File: src/rtl/mandel_pkg.sv
`default_nettype none
// ============================================================================
// Module      : mandel_pkg
// Description : Shared constants and state encodings for the frame sequencer
//               and the display side.
// Revision    : 1.0 - initial release
// ============================================================================
package mandel_pkg;

    localparam int COORD_W   = 12;
    localparam int DEF_H_RES = 640;
    localparam int DEF_V_RES = 480;

    // Life cycle of one engine slot
    typedef enum logic [1:0] {
        SLOT_FREE  = 2'd0,
        SLOT_ARMED = 2'd1,
        SLOT_RUN   = 2'd2,
        SLOT_PEND  = 2'd3
    } slot_state_t;

    // Frame-level sequencer states
    typedef enum logic [1:0] {
        FSM_IDLE     = 2'd0,
        FSM_DISPATCH = 2'd1,
        FSM_DRAIN    = 2'd2,
        FSM_DONE     = 2'd3
    } frame_state_t;

endpackage : mandel_pkg
`default_nettype wire

File: src/rtl/rr_arbiter.sv
`default_nettype none
// ============================================================================
// Module      : rr_arbiter
// Description : Round-robin arbiter. One-hot grant to the first requester at
//               or after the rotating pointer; pointer moves to winner+1 when
//               the grant is accepted.
// Revision    : 1.0 - initial release
// ============================================================================
module rr_arbiter #(
    parameter int N = 4
) (
    input  logic         clk,
    input  logic         rst,
    input  logic [N-1:0] i_req,
    input  logic         i_accept,
    output logic [N-1:0] o_grant
);

    localparam int IW = (N > 1) ? $clog2(N) : 1;
    localparam int SW = IW + 1;

    logic [IW-1:0] r_ptr;
    logic [IW-1:0] w_win;
    logic [IW-1:0] w_idx;
    logic [SW-1:0] w_sum;
    logic          w_any;

    // Search requesters starting at the pointer, wrapping modulo N
    always_comb begin
        o_grant = '0;
        w_win   = '0;
        w_any   = 1'b0;
        w_sum   = '0;
        w_idx   = '0;
        for (int k = 0; k < N; k++) begin
            w_sum = {1'b0, r_ptr} + SW'(k);
            if (w_sum >= SW'(N)) begin
                w_sum = w_sum - SW'(N);
            end
            w_idx = w_sum[IW-1:0];
            if (!w_any && i_req[w_idx]) begin
                w_any          = 1'b1;
                w_win          = w_idx;
                o_grant[w_idx] = 1'b1;
            end
        end
    end

    // Rotate the pointer past the winner once its grant is taken
    always_ff @(posedge clk) begin
        if (rst) begin
            r_ptr <= '0;
        end else if (i_accept && w_any) begin
            r_ptr <= (w_win == IW'(N - 1)) ? '0 : w_win + 1'b1;
        end
    end

endmodule : rr_arbiter
`default_nettype wire

File: src/rtl/pixel_scheduler.sv
`default_nettype none
// ============================================================================
// Module      : pixel_scheduler
// Description : Raster-order frame sequencer. Dispatches pixels to a bank of
//               iteration engines, collects saturated results and writes
//               them to the frame buffer through a registered write port.
// Revision    : 1.0 - initial release
// ============================================================================
module pixel_scheduler
    import mandel_pkg::*;
#(
    parameter int NUM_ENGINES = 4,
    parameter int H_RES       = DEF_H_RES,
    parameter int V_RES       = DEF_V_RES,
    parameter int HBI         = 32,
    parameter int PIX_W       = 8,
    parameter int ADDR_W      = 19
) (
    input  logic                           CLK,
    input  logic                           RST,
    input  logic                           frame_start,
    output logic                           busy,
    output logic                           frame_done,
    output logic [NUM_ENGINES-1:0]         eng_start,
    output logic [COORD_W*NUM_ENGINES-1:0] eng_x,
    output logic [COORD_W*NUM_ENGINES-1:0] eng_y,
    input  logic [NUM_ENGINES-1:0]         eng_done,
    input  logic [HBI*NUM_ENGINES-1:0]     eng_iteration,
    output logic                           fb_we,
    output logic [ADDR_W-1:0]              fb_addr,
    output logic [PIX_W-1:0]               fb_data,
    input  logic                           fb_ready
);

    localparam int                 IDX_W   = (NUM_ENGINES > 1) ? $clog2(NUM_ENGINES) : 1;
    localparam logic [HBI-1:0]     PIX_MAX = HBI'((2 ** PIX_W) - 1);
    localparam logic [COORD_W-1:0] X_LAST  = COORD_W'(H_RES - 1);
    localparam logic [COORD_W-1:0] Y_LAST  = COORD_W'(V_RES - 1);

    // Frame sequencer and raster
    frame_state_t           r_state;
    logic [COORD_W-1:0]     r_x;
    logic [COORD_W-1:0]     r_y;
    logic [ADDR_W-1:0]      r_addr;
    logic                   r_busy;
    logic                   r_frame_done;
    logic [NUM_ENGINES-1:0] r_eng_start;

    // Per-slot context
    slot_state_t            r_slot_st   [NUM_ENGINES];
    logic                   r_arm_cnt   [NUM_ENGINES];
    logic [COORD_W-1:0]     r_slot_x    [NUM_ENGINES];
    logic [COORD_W-1:0]     r_slot_y    [NUM_ENGINES];
    logic [ADDR_W-1:0]      r_slot_addr [NUM_ENGINES];
    logic [PIX_W-1:0]       r_slot_pix  [NUM_ENGINES];

    // Frame-buffer write stage
    logic                   r_fb_we;
    logic [ADDR_W-1:0]      r_fb_addr;
    logic [PIX_W-1:0]       r_fb_data;
    logic [IDX_W-1:0]       r_wr_slot;

    logic [NUM_ENGINES-1:0] w_free;
    logic [NUM_ENGINES-1:0] w_req;
    logic [NUM_ENGINES-1:0] w_grant;
    logic [PIX_W-1:0]       w_sat [NUM_ENGINES];
    logic [IDX_W-1:0]       w_disp_idx;
    logic [IDX_W-1:0]       w_win_idx;
    logic                   w_disp;
    logic                   w_load;
    logic                   w_wr_accept;
    logic                   w_last_pix;
    logic                   w_all_free;

    assign w_load      = !r_fb_we || fb_ready;
    assign w_wr_accept = r_fb_we && fb_ready;
    assign w_last_pix  = (r_x == X_LAST) && (r_y == Y_LAST);
    assign w_all_free  = &w_free;
    assign w_disp      = (r_state == FSM_DISPATCH) && (|w_free);

    assign busy       = r_busy;
    assign frame_done = r_frame_done;
    assign eng_start  = r_eng_start;
    assign fb_we      = r_fb_we;
    assign fb_addr    = r_fb_addr;
    assign fb_data    = r_fb_data;

    // Lowest-index free slot receives the next pixel
    always_comb begin
        w_disp_idx = '0;
        for (int i = NUM_ENGINES - 1; i >= 0; i--) begin
            if (w_free[i]) begin
                w_disp_idx = IDX_W'(i);
            end
        end
    end

    // Encode the one-hot write grant into a slot index
    always_comb begin
        w_win_idx = '0;
        for (int i = 0; i < NUM_ENGINES; i++) begin
            if (w_grant[i]) begin
                w_win_idx = IDX_W'(i);
            end
        end
    end

    generate
        for (genvar i = 0; i < NUM_ENGINES; i++) begin : g_slot
            logic [HBI-1:0] w_iter;

            assign w_iter   = eng_iteration[i*HBI +: HBI];
            assign w_sat[i] = (w_iter > PIX_MAX) ? PIX_MAX[PIX_W-1:0] : w_iter[PIX_W-1:0];
            assign w_free[i] = (r_slot_st[i] == SLOT_FREE);
            // A slot already sitting in the write stage must not be granted again
            assign w_req[i]  = (r_slot_st[i] == SLOT_PEND) &&
                               !(r_fb_we && (r_wr_slot == IDX_W'(i)));
            assign eng_x[i*COORD_W +: COORD_W] = r_slot_x[i];
            assign eng_y[i*COORD_W +: COORD_W] = r_slot_y[i];

            // Slot life cycle; ARMED lasts two cycles to hide the stale done level
            always_ff @(posedge CLK) begin
                if (RST) begin
                    r_slot_st[i]   <= SLOT_FREE;
                    r_arm_cnt[i]   <= 1'b0;
                    r_slot_x[i]    <= '0;
                    r_slot_y[i]    <= '0;
                    r_slot_addr[i] <= '0;
                    r_slot_pix[i]  <= '0;
                end else begin
                    case (r_slot_st[i])
                        SLOT_FREE: begin
                            if (w_disp && (w_disp_idx == IDX_W'(i))) begin
                                r_slot_st[i]   <= SLOT_ARMED;
                                r_arm_cnt[i]   <= 1'b0;
                                r_slot_x[i]    <= r_x;
                                r_slot_y[i]    <= r_y;
                                r_slot_addr[i] <= r_addr;
                            end
                        end
                        SLOT_ARMED: begin
                            if (r_arm_cnt[i]) begin
                                r_slot_st[i] <= SLOT_RUN;
                            end else begin
                                r_arm_cnt[i] <= 1'b1;
                            end
                        end
                        SLOT_RUN: begin
                            if (eng_done[i]) begin
                                r_slot_st[i]  <= SLOT_PEND;
                                r_slot_pix[i] <= w_sat[i];
                            end
                        end
                        SLOT_PEND: begin
                            if (w_wr_accept && (r_wr_slot == IDX_W'(i))) begin
                                r_slot_st[i] <= SLOT_FREE;
                            end
                        end
                        default: r_slot_st[i] <= SLOT_FREE;
                    endcase
                end
            end
        end
    endgenerate

    rr_arbiter #(
        .N (NUM_ENGINES)
    ) u_wr_arb (
        .clk      (CLK),
        .rst      (RST),
        .i_req    (w_req),
        .i_accept (w_load),
        .o_grant  (w_grant)
    );

    // Frame sequencer: raster walk, dispatch pulses, busy and frame_done
    always_ff @(posedge CLK) begin
        if (RST) begin
            r_state      <= FSM_IDLE;
            r_x          <= '0;
            r_y          <= '0;
            r_addr       <= '0;
            r_busy       <= 1'b0;
            r_frame_done <= 1'b0;
            r_eng_start  <= '0;
        end else begin
            r_eng_start  <= '0;
            r_frame_done <= 1'b0;
            case (r_state)
                FSM_IDLE: begin
                    if (frame_start) begin
                        r_state <= FSM_DISPATCH;
                        r_busy  <= 1'b1;
                        r_x     <= '0;
                        r_y     <= '0;
                        r_addr  <= '0;
                    end
                end
                FSM_DISPATCH: begin
                    if (w_disp) begin
                        r_eng_start[w_disp_idx] <= 1'b1;
                        if (w_last_pix) begin
                            r_state <= FSM_DRAIN;
                        end else begin
                            if (r_x == X_LAST) begin
                                r_x <= '0;
                                r_y <= r_y + 1'b1;
                            end else begin
                                r_x <= r_x + 1'b1;
                            end
                            r_addr <= r_addr + 1'b1;
                        end
                    end
                end
                FSM_DRAIN: begin
                    if (w_all_free) begin
                        r_state      <= FSM_DONE;
                        r_busy       <= 1'b0;
                        r_frame_done <= 1'b1;
                    end
                end
                FSM_DONE: begin
                    r_state <= FSM_IDLE;
                end
                default: r_state <= FSM_IDLE;
            endcase
        end
    end

    // Write stage: load the granted slot whenever the stage is empty or draining
    always_ff @(posedge CLK) begin
        if (RST) begin
            r_fb_we   <= 1'b0;
            r_fb_addr <= '0;
            r_fb_data <= '0;
            r_wr_slot <= '0;
        end else if (w_load) begin
            if (|w_req) begin
                r_fb_we   <= 1'b1;
                r_fb_addr <= r_slot_addr[w_win_idx];
                r_fb_data <= r_slot_pix[w_win_idx];
                r_wr_slot <= w_win_idx;
            end else begin
                r_fb_we <= 1'b0;
            end
        end
    end

endmodule : pixel_scheduler
`default_nettype wire

File: config.mk
export PLATFORM = sky130hd
export DESIGN_NAME = pixel_scheduler
export DESIGN_NICKNAME = d
export VERILOG_FILES = /design/src/rtl/mandel_pkg.sv /design/src/rtl/rr_arbiter.sv /design/src/rtl/pixel_scheduler.sv
export SDC_FILE = /design/constraint.sdc
export NUM_CORES = 1
export LEC_CHECK = 0
export ABC_AREA = 1
export BUFFER_PORTS_ARGS = -buffer_cell sky130_fd_sc_hd__buf_2
export CORE_MARGIN = 4
export CORE_UTILIZATION = 50
export DETAILED_ROUTE_END_ITERATION = 10
export GPL_ROUTABILITY_DRIVEN = 0
export PLACE_DENSITY_LB_ADDON = 0.25
export SLEW_MARGIN = 20
export SYNTH_ARGS = -nofsm -noshare
export SYNTH_HDL_FRONTEND = slang
export SYNTH_SLANG_ARGS = --single-unit
File: constraint.sdc
create_clock -name CLK -period 3.75 [get_ports CLK]
set_input_delay 0.375 -clock CLK [delete_from_list [all_inputs] [get_ports CLK]]
set_output_delay 0.375 -clock CLK [all_outputs]
set_load 0.05 [all_outputs]
# [After elaboration in Yosys (flattened, before gate mapping)]
# Memories as Yosys holds them, arrays and structs flattened. A register that Yosys moved wholly into a read port is not among the register bits.
# Cells that the tools add are included.
[totals] n_memories=6 mem_bits_rw=216 output_inout_bits=130 word_cells=368 in_bits=136 regBits=56
[memory_table] memory="r_slot_addr" words=4 width=19 rd=1 rd_clocked_by_memory_dff=1 wr=4 line="pixel_scheduler.sv:54" source="logic [ADDR_W-1:0] r_slot_addr [NUM_ENGINES];"
[memory_table] memory="r_slot_x" words=4 width=12 rd=4 rd_clocked_by_memory_dff=0 wr=4 line="pixel_scheduler.sv:52" source="logic [COORD_W-1:0] r_slot_x [NUM_ENGINES];"
[memory_table] memory="r_slot_y" words=4 width=12 rd=4 rd_clocked_by_memory_dff=0 wr=4 line="pixel_scheduler.sv:53" source="logic [COORD_W-1:0] r_slot_y [NUM_ENGINES];"
[memory_table] memory="r_slot_pix" words=4 width=8 rd=1 rd_clocked_by_memory_dff=1 wr=4 line="pixel_scheduler.sv:55" source="logic [PIX_W-1:0] r_slot_pix [NUM_ENGINES];"
[memory_table] memory="r_slot_st" words=4 width=2 rd=4 rd_clocked_by_memory_dff=0 wr=4 line="pixel_scheduler.sv:50" source="slot_state_t r_slot_st [NUM_ENGINES];"
[memory_table] memory="r_arm_cnt" words=4 width=1 rd=4 rd_clocked_by_memory_dff=0 wr=4 line="pixel_scheduler.sv:51" source="logic r_arm_cnt [NUM_ENGINES];"
[classes] order_cmp=18 add_sub_neg=11 muxes=191 eq_ne=30 n_reduce_logical=56 n_bitwise=46
[ops] op="12-bit two-way mux" count=15
[ops] op="19-bit two-way mux" count=7
[ops] op="32-bit by 8-bit greater-than comparator with 1-bit output, second input constant" count=4
[ops] op="1-bit two-way mux" count=108
[ops] op="2-bit two-way mux" count=35
[ops] op="8-bit two-way mux" count=8
[ops] op="12-bit case mux with 2 select lines" count=2
[ops] op="1-bit OR" count=40
[ops] op="19-bit case mux with 2 select lines" count=1
[ops] op="2-bit == test, second input constant" count=15
[ops] op="1-bit logical AND" count=28
[ops] op="12-bit by 1-bit adder with 12-bit output, second input constant" count=2
[ops] op="19-bit by 1-bit adder with 19-bit output, second input constant" count=1
[ops] op="4-bit two-way mux" count=4
[ops] op="2-bit by 3-bit less-than comparator with 1-bit output, second input constant" count=5
[ops] op="2-bit by 1-bit == test with 1-bit output, second input constant" count=7
[ops] op="2-bit logical NOT" count=7
[ops] op="12-bit by 10-bit == test with 1-bit output, second input constant" count=1
[ops] op="12-bit by 9-bit == test with 1-bit output, second input constant" count=1
[ops] op="4-bit OR" count=3
[ops] op="4-bit AND reduction" count=3
[ops] op="1-bit demux with 2-bit select" count=5
[ops] op="2-bit by 1-bit greater-or-equal comparator with 1-bit output, second input constant" count=5
[ops] op="2-bit inequality test, second input constant" count=5
[ops] op="20 further kinds" count=40

# [Depth between registers and ports, before layout]
# Gate-level depths: netlist (run 1).
[depth] ltp_word=19 mapped_depth=19 ltp_nobuf=17

# [Modules after synthesis]
# From an unflattened synthesis (run 1), not the netlist that was laid out.
[unflattened] hier_cells=1508 hier_area_um2=13629.3
[modules_own_cells] module="pixel_scheduler" seq_area_each_um2=8107.8 cells_each=1418 instances=1 area_each_um2=13106.3
[modules_own_cells] module="rr_arbiter" seq_area_each_um2=40.0 cells_each=90 instances=1 area_each_um2=523.0

# [Worst setup path before layout (run 1)]
# Ideal clock, no wire load.
[synth_path] path_type="reg-to-reg" from="register r_state[1]" to="memory r_slot_addr[3][0], enable pin" n_path_buf=1 setup_slack_ns=1.147 stages_incl_launch_ff=8 arrival_time_ns=2.205 setup_ns=0.397 cell_sequence="dfxtp_1 > inv_1 > ha_1 > clkbuf_1 > inv_1 > nor4_1 > nor2_1 > inv_1"
[synth_lines] item="start: declaration" line="pixel_scheduler.sv:41" source="frame_state_t r_state;"
[synth_lines] item="start signal: assignment" line="pixel_scheduler.sv:179" source="r_state <= FSM_IDLE;"
[synth_lines] item="start signal: assignment" line="pixel_scheduler.sv:192" source="r_state <= FSM_DISPATCH;"
[synth_lines] item="start signal: assignment" line="pixel_scheduler.sv:203" source="r_state <= FSM_DRAIN;"
[synth_lines] item="end: declaration" line="pixel_scheduler.sv:54"

==> out/qor.yml, run 1 <==
synth_top_area_cell: "edfxtp_1"
io_pins: 266
p_sw_mw: 4.608
nNetsFinal: 1823
rsz0062_at_grt: "false"
crit_required_ps: 4210
setup_violations: 0
power.share.sequential_pct: 36.5
crit_path_end_kind: "register"
synthTopCellsByArea: "edfxtp_1 49%, dfxtp_1 12%, nor2_1 6.4%, nand2_1 6.3%, inv_1 5.9%"
final_hold_viol_count: 0
first_pass_iters: 6
worstHoldPathType: "in -> reg"
n_antenna_cell: 0
synth_edf_count: 216
start_util_pct: 51.01
drc: 0
status: "completed"
post-route-cell-area_um2: 15970
cts.clk_slew.worst_paths_ps: 70
vias: 10680
grt-ovfl-total: 0
power_frac_comb_pct: 38.1
post_cts_buffers: 0
port_buffers: 265
synthFlopType: "edfxtp_1"
grtUsageMet3_pct: 5.539
grt_use_met2_pct: 39.12
grt_pass1_wl_um: 54730
die-height_um: 171.3
swShare_pct: 40.31
period_share_pct: 83.62
arrival_ps: 3590
clock_skew_ps: 14.09
maxCapViolCount: 0
path_cells: "inv_2 > ha_1 > inv_1 > nand3_1 > nand2_1 > nor2_4 > a21oi_4 > nand2_2 > nor2_4 > nand2_4 > and2_1 > nand2_1 > nand3_1 > nand2_1 > inv_1"
tightest_slew_ps: 824.2
fp-row-count: 59
cts_tree: "done"
ant_nets: 0
critPathLaunchType: "register"
min_period_ps: 3136
synth-seq-cells: 299
grt_pass1_vias: 10490
clock_sinks: 299
synth_nets: 1560
area_growth_pct: 19.82
path_max_fanout: 55
ir_drop_mv: 0.4527
ys_seq_area_share_pct: 61.13
final_common_cell: "buf_2"
slew_headroom_pct: 44.72
die_w_um: 171.3
top_usage_layer: "met2"
ys_async_sr_fraction_pct: 0
insertion_delay_ps: 550
place_area_um2: 15000
power_mw: 11.43
cts_made_buffers: 31
core_area_um2: 26130
rrSetupSlack_ps: 610
drive_above_1_share_pct: 22.19
synthCells: 1411
max_stage_delay_ps: 550
synth.distinct_cells: 42
ctsResizeCount: 0
p_leak_nw: 6.749
fmax_ghz: 0.3189
cts_root_buf: "clkbuf_16"
drt_iter0_drc: 956
track_usage_pct: 23.25
wl_per_cell_um: 17.08
fin_tns_setup_ps: 0
grt_max_degree: 56
antenna_found_initial: 0
ctsHtreeMaxLevel: 1
synth.cell_area_um2: 13330
grt.met1_usage_pct: 30.93
ys.warnings.count: 0
final_cell_mix: "265 x buf_2, 227 x nor2_1, 222 x nand2_1"
internal_power_mw: 6.824
hold_slack_ps: 164.5
clkPwrFrac_pct: 25.5
drv_slew: 0
dieArea_um2: 29330
powerDensity_nw_per_um2: 715.8
cts_buffer_depth: 3
synth_area_per_cell_um2: 9.447
crit_top_cell: "nand2_1"
routed_wl_um: 34730
crit_slowest_cell: "dfxtp_1"
cts_hold_buf: 0
vias_per_cell: 5.251
synthDominantCellAreaShare_pct: 48.66
crit_type: "reg -> reg"
place_hpwl_um: 23550
worst max-delay path, delay by kind of cell (launching register included):
kind | cells | cell delay, ps
flip-flops | 1 | 550
AND/OR/NAND/NOR | 10 | 1650
AO/OA/AOI/OAI | 1 | 130
buffers and inverters | 3 | 310
adder cells (fa/ha/maj) | 1 | 380
registers in the layout, indices dropped and copies added (netlist names), named ones only:
name	count
r_slot_addr	76
r_slot_x	48
r_slot_y	48
r_slot_pix	32
fb_addr	19
r_addr	19
r_x	12
r_y	12
fb_data	8
r_slot_st	8
eng_start	4
r_arm_cnt	4
r_state	2
r_wr_slot	2
busy	1
fb_we	1
frame_done	1
u_wr_arb.r_ptr	1
worst paths after layout:
path	from	endpoint	cells past startpoint
worst max register to register	register	fb_addr[4]	15
worst max-delay path	register	fb_addr[4]	15
worst min register to register	r_x[0]	r_x[0]	2
worst min-delay path	eng_iteration[3]	r_slot_pix[0][3]	3
Yosys cell counts (8+ instances only):
master,number
nor2_1,227
nand2_1,225
edfxtp_1,216
inv_1,211
a21oi_1,102
dfxtp_1,83
o21ai_0,61
nand3_1,42
clkbuf_1,31
nor4_1,31
nand4_1,26
nor3_1,23
a21oi_2,20
ha_1,13
o21ai_1,12
a211oi_1,9
buf_2,8
power by group through the flow:
stage	Sequential [mW]	Clock, mW	Combinational [mW]
after floorplan	4.86	0	2.72
after global placement	4.22	0	4.28
after detailed placement	4.24	0	4.34
after CTS	4.17	2.95	4.36
after global routing	4.21	3.11	4.83
final	4.17	2.91	4.35
through the flow:
step | worst slack, ps | utilization (%) | instances
CTS | 621.2 | 61.11 | 2034
global placement | 714.7 | 57.40 | 1976
detailed placement | 626.3 | 57.42 | 1976
floorplan | 1147 | - | 1411
global route | 319.0 | 61.11 | 2034
finish | 614.3 | 61.11 | 2034
layout make-up:
class,instances,area (um2)
Clock buffer,50,918.4
Tap cell,335,419.2
Fill cell,2313,10160
Multi-Input combinational cell,841,4099
Sequential cell,299,8148
Clock inverter,8,47.55
Timing Repair Buffer,282,1516
Inverter,219,822.0
cells by family (layout without fill, tap and decap cells):
family / after synthesis / count (layout) / share of synthesized area, %
AOI/OAI and AO/OA: 215 / 215 / 9.087
xor gates and xnor gates: 4 / 4 / 0.2628
adders and majority gates: 13 / 13 / 1.220
buffers and inverters: 271 / 559 / 8.213
DFF: 299 / 299 / 61.13
and+or+nand+nor: 609 / 609 / 20.09
per-layer routing:
layer	routed length [um]	part of all wire (%)	vias to the layer above
met2	16760	48	378
met1	14380	41	5046
li1	-	-	5197
met5	0	0	-
met3	2889	8.3	59
met4	701	2.0	0
Power figures use the tool's default switching activity.
==> run 2: changes to the inputs <==
- clock period: 3.75 -> 2.7 ns (I/O delays scaled with it)
==> run 2 against run 1 <==
Against the previous run:
- clock-buffer cell count fell by 11
- sequential cell count did not move
- critical path depth fell by 1
- critical path type unchanged
- largest cell class unchanged
- worst setup slack got worse by 380 ps
==> out/qor.yml, run 2 (synthesis results as in run 1) <==
status: "completed"  # unchanged
worstRegToRegCells: 14  # was 15
final_hold_viol_count: 0  # unchanged
rsz0062_at_grt: "true"  # was false
track_usage_pct: 23.49  # was 23.25%
top_register: "r_slot_addr"  # unchanged
final_cell_mix: "265 x buf_2, 226 x nor2_1, 222 x nand2_1"  # was 265 x buf_2, 227 x nor2_1, 222 x nand2_1
period_share_pct: 91.33  # was 83.62%
tightest_slew_ps: 857.5  # was 824.2 ps
cts_tree: "done"  # unchanged
crit_type: "reg -> reg"  # unchanged
insertion_delay_ps: 570  # was 550 ps
wl_per_cell_um: 16.88  # was 17.08 um
drive_above_1_share_pct: 23.19  # was 22.19%
largest_reg_flops: 76  # unchanged
n_antenna_cell: 0  # unchanged
io_pins: 266  # unchanged
hold_slack_ps: 56.43  # was 164.5 ps
r2r-end: "r_addr[18]"  # was fb_addr[4]
min_period_ps: 2466  # was 3136 ps
rrSetupSlack_ps: 230  # was 610 ps
startpoint: "r_state[1]"
critPathCapture: "r_addr[18]"  # was fb_addr[4]
clock_sinks: 299  # unchanged
cts_buffer_depth: 3  # unchanged
grt_max_degree: 45  # was 56
fin_util_pct: 61.75  # was 61.11%
slew_headroom_pct: 42.49  # was 44.72%
pre_cts_ws_ps: 197.7  # was 626.3 ps
setup_violations: 0  # unchanged
clock_skew_ps: 10.07  # was 14.09 ps
port_buffers: 265  # unchanged
place_hpwl_um: 24220  # was 23550 um
cts_made_buffers: 30  # was 31
grt_pass1_wl_um: 55010  # was 54730 um
nNetsFinal: 1837  # was 1823
powerDensity_nw_per_um2: 997.0  # was 715.8 nW/um2
worst_slack_ps: 234.1  # was 614.3 ps
die_w_um: 171.3  # unchanged
first_pass_iters: 5  # was 6
vias: 10610  # was 10680
p_leak_nw: 6.820  # was 6.749 nW
final_common_cell: "buf_2"  # unchanged
maxCapViolCount: 0  # unchanged
cts_root_buf: "clkbuf_16"  # unchanged
ir_drop_mv: 0.7536  # was 0.4527 mV
fmax_ghz: 0.4055  # was 0.3189 GHz
worstHoldPathType: "in -> reg"  # unchanged
reg.largest.list: "r_slot_addr x76, r_slot_x x48, r_slot_y x48"  # unchanged
power_mw: 16.09  # was 11.43 mW
routed_wl_um: 34550  # was 34730 um
area_growth_pct: 21.07  # was 19.82%
grt-ovfl-total: 0  # unchanged
drt_iter0_drc: 908  # was 956
dieArea_um2: 29330  # unchanged
critPathLaunchType: "register"  # unchanged
crit_required_ps: 3140  # was 4210 ps
path_max_fanout: 10  # was 55
arrival_ps: 2910  # was 3590 ps
fp-row-count: 59  # unchanged
start_util_pct: 51.01  # unchanged
ant_nets: 0  # unchanged
drv_slew: 0  # unchanged
cts.clk_slew.worst_paths_ps: 60  # was 70 ps
core_area_um2: 26130  # unchanged
drc: 0  # unchanged
ctsHtreeMaxLevel: 1  # unchanged
grt_pass1_vias: 10480  # was 10490
vias_per_cell: 5.185  # was 5.251
die-height_um: 171.3  # unchanged
timing.rr.start: "r_state[1]"
antenna_found_initial: 0  # unchanged
crit_path_end_kind: "register"  # unchanged
-- run 2: repair_timing --
| action | in CTS | in global routing |
|---|---|---|
| endpoints found under the hold margin | 0 | 0 |
| setup buffers | 0 | 2 |
| resized for setup | 0 | 8 |
| setup endpoints to repair | 0 | 22 |
| hold buffers | 0 | 0 |
-- run 2: how the worst min path moves through the flow --
| stage | slack (ps) | cells past startpoint | to | startpoint |
|---|---|---|---|---|
| 2_1_floorplan | 360 | 1 | eng_start[0] | RST |
| 3_3_place_gp | 470 | 2 | r_x[0] | r_x[0] |
| 3_5_place_dp | 480 | 2 | r_addr[16] | r_addr[15] |
| 4_1_cts | 30 | 3 | r_slot_pix[3][1] | eng_iteration[97] |
| 5_1_grt | 40 | 3 | r_slot_pix[3][1] | eng_iteration[97] |
| 6_report | 60 | 3 | r_slot_pix[3][1] | eng_iteration[97] |
-- run 2: cell type report --
type	instances	area (um2)
fillers	2280	9995
flip-flops and latches	299	8148
repair buffers	297	1665
clock inverters	17	138.9
multi-input cells	841	4120
clock buffers	39	824.5
well taps	335	419.2
inverters	219	822.0
-- run 2: metal layers --
metal	routed length, um	GRT usage, %
met5	0	0
met4	754	5.202
met3	2840	5.677
met2	16580	39.61
met1	14370	31.16
-- run 2: worst max-delay path, stage by stage, from the launching register on --
cell,delay (ps)
dfxtp_1,330
inv_1,80
ha_1,270
inv_1,140
nor2_1,60
a31oi_1,200
nand2_1,100
nand2_2,160
inv_1,180
nor2_1,140
nand2_1,140
nor2_2,180
nand3_1,120
o21ai_0,180
a21oi_1,60
-- run 2: where the power goes --
group | switching, mW | internal (mW)
logic | 4.48 | 1.85
clock network | 1.74 | 2.25
registers | 0.240 | 5.53
total | 6.46 | 9.63
-- run 2: stage by stage --
step                std cells  instance area, um2  TNS, ps
finish                   2047               16140        0
detailed placement       1989               15110        0
floorplan                1411               13330        0
global route             2047               16140   -120.2
CTS                      2045               16080        0
global placement         1989               15110        0
==> run 3: changes to the inputs <==
- CELL_PAD_IN_SITES_DETAIL_PLACEMENT: unset -> 1
- CELL_PAD_IN_SITES_GLOBAL_PLACEMENT: unset -> 1
- CORE_UTILIZATION: 50 -> 38
==> run 3 against run 2 <==
Against the previous run:
- clock skew up 9.6 ps
- global-route usage down 2.7 points
- via count rose by 2.5%
- sequential cell count unchanged
- non-clock buffer count grew 5
- clock power is 23% higher
- combinational power up 3.3%
- critical endpoint unchanged
- critical path depth did not move
==> out/qor.yml, run 3 (synthesis results as in run 1) <==
status: "completed"  # unchanged
clock_sinks: 299  # unchanged
swShare_pct: 39.61  # was 40.17%
largest_reg_flops: 76  # unchanged
crit_required_ps: 3090  # was 3140 ps
final_cell_mix: "265 x buf_2, 225 x nor2_1, 221 x nand2_1"  # was 265 x buf_2, 226 x nor2_1, 222 x nand2_1
grt-ovfl-total: 0  # unchanged
nNetsFinal: 1847  # was 1837
die_w_um: 195.3  # was 171.3 um
fmax_ghz: 0.4015  # was 0.4055 GHz
ant_nets: 0  # unchanged
dieArea_um2: 38140  # was 29330 um2
drv_slew: 0  # unchanged
p_leak_nw: 6.971  # was 6.820 nW
vias: 10880  # was 10610
rsz0062_at_grt: "false"  # was true
fin_tns_setup_ps: 0  # unchanged
crit_slowest_cell: "dfxtp_1"  # unchanged
critPathLaunchType: "register"  # unchanged
port_buffers: 265  # unchanged
slew_headroom_pct: 64.48  # was 42.49%
maxCapViolCount: 0  # unchanged
internal_power_mw: 10.42  # was 9.627 mW
track_usage_pct: 20.75  # was 23.49%
cts_root_buf: "clkbuf_16"  # unchanged
vias_per_cell: 4.986  # was 5.185
clock_skew_ps: 19.71  # was 10.07 ps
io_pins: 266  # unchanged
die-height_um: 195.3  # was 171.3 um
place_area_um2: 15320  # was 15110 um2
period_share_pct: 92.25  # was 91.33%
fillers: 4065  # was 2280
drc: 0  # unchanged
cts.clk_slew.worst_paths_ps: 60  # about the same
min_period_ps: 2491  # was 2466 ps
post-route-cell-area_um2: 16560  # was 16140 um2
drive_above_1_share_pct: 24.00  # was 23.19%
path_cells: "inv_1 > ha_1 > inv_1 > nor2_1 > a31oi_2 > nand2_1 > nand2_4 > inv_1 > nor2_1 > nand2_1 > nor2_1 > nand3_1 > o21ai_0 > a21oi_1"  # was inv_1 > ha_1 > inv_1 > nor2_1 > a31oi_1 > nand2_1 > nand2_2 > inv_1 > nor2_1 > nand2_1 > nor2_2 > nand3_1 > o21ai_0 > a21oi_1
routed_wl_um: 40010  # was 34550 um
setup_violations: 0  # unchanged
core_area_um2: 34540  # was 26130 um2
start_util_pct: 38.59  # was 51.01%
top_register: "r_slot_addr"  # unchanged
max_stage_delay_ps: 350  # was 330 ps
grt_pass1_wl_um: 64070  # was 55010 um
tightest_slew_ps: 527.9  # was 857.5 ps
cts_tree: "done"  # unchanged
antenna_found_initial: 2  # was 0
clkPwrFrac_pct: 28.6  # was 24.8%
powerDensity_nw_per_um2: 1041  # was 997.0 nW/um2
power.share.sequential_pct: 33.5  # was 35.8%
pre_cts_ws_ps: 112.2  # was 197.7 ps
worstHoldPathType: "in -> reg"  # unchanged
ctsHtreeMaxLevel: 2  # was 1
grt_pass1_vias: 12060  # was 10480
worst_slack_ps: 209.1  # was 234.1 ps
area_growth_pct: 24.27  # was 21.07%
place_hpwl_um: 28220  # was 24220 um
crit_path_end_kind: "register"  # unchanged
reg.largest.list: "r_slot_addr x76, r_slot_x x48, r_slot_y x48"  # unchanged
cts_made_buffers: 35  # was 30
first_pass_iters: 7  # was 5
final_hold_viol_count: 0  # unchanged
arrival_ps: 2880  # was 2910 ps
grt_max_degree: 44  # was 45
drt_iter0_drc: 475  # was 908
ir_drop_mv: 0.4915  # was 0.7536 mV
fin_util_pct: 47.95  # was 61.75%
insertion_delay_ps: 520  # was 570 ps
p_sw_mw: 6.834  # was 6.463 mW
crit_type: "reg -> reg"  # unchanged
cts_buffer_depth: 3  # unchanged
path_max_fanout: 10  # unchanged
fp-row-count: 68  # was 59
final_common_cell: "buf_2"  # unchanged
power_frac_comb_pct: 37.9  # was 39.3%
wl_per_cell_um: 18.35  # was 16.88 um
-- run 3: timing repair --
| action | CTS | global route |
|---|---|---|
| gates resized for setup | 0 | 6 |
| hold buffers | 0 | 0 |
| setup buffers | 0 | 1 |
| setup endpoints to repair | 0 | 36 |
-- run 3: routing by layer --
layer | vias up | share of wire (%) | track usage (%)
met4 | 0 | 3.0 | 6.517
met1 | 5309 | 42 | 25.21
met3 | 75 | 5.6 | 5.090
li1 | 5255 | - | -
met2 | 236 | 49 | 36.47
met5 | - | 0 | 0
-- run 3: final timing paths --
kind | startpoint | to | depth (start not counted) | slack [ps]
max | r_state[1] | r_addr[18] | 14 | 210
min | eng_iteration[67] | r_slot_pix[2][3] | 3 | 110
max reg2reg | r_state[1] | r_addr[18] | 14 | 210
min reg2reg | r_x[0] | r_x[0] | 2 | 510
-- run 3: final cells by class --
type / count / area [um2] / area share [%]
antenna: 1 / 2.502 / 0.01511
tap: 455 / 569.3 / 3.437
timing repair buffer: 302 / 1692 / 10.21
inverter: 219 / 822.0 / 4.963
clock inverter: 13 / 186.4 / 1.125
clock buffer: 51 / 1027 / 6.201
sequential: 299 / 8148 / 49.19
multi-input combinational: 841 / 4118 / 24.86
-- run 3: power groups by stage --
stage	Combinational, mW	Sequential, mW	Clock (mW)
2_1_floorplan	3.78	6.75	0
3_3_place_gp	6.37	5.85	0
3_5_place_dp	6.53	5.87	0
4_1_cts	6.57	5.78	5.06
5_1_grt	7.29	5.84	5.24
6_report	6.54	5.78	4.94
-- run 3: critical path: cells and delay by family, from the launching register on --
kind	cells	cell delay, ps
AO/OA/AOI/OAI	3	410
adder cells (fa/ha/maj)	1	260
buffers and inverters	3	340
flip-flops	1	350
AND/OR/NAND/NOR	7	990
-- run 3: per-stage QoR --
stage | instances | hold slack (ps) | total power, mW
global placement | 2115 | 474.6 | 12.22
CTS | 2179 | 87.82 | 17.41
global route | 2181 | 105.2 | 18.36
floorplan | 1411 | 357.4 | 10.53
detailed placement | 2115 | 503.2 | 12.40
finish | 2181 | 105.3 | 17.25
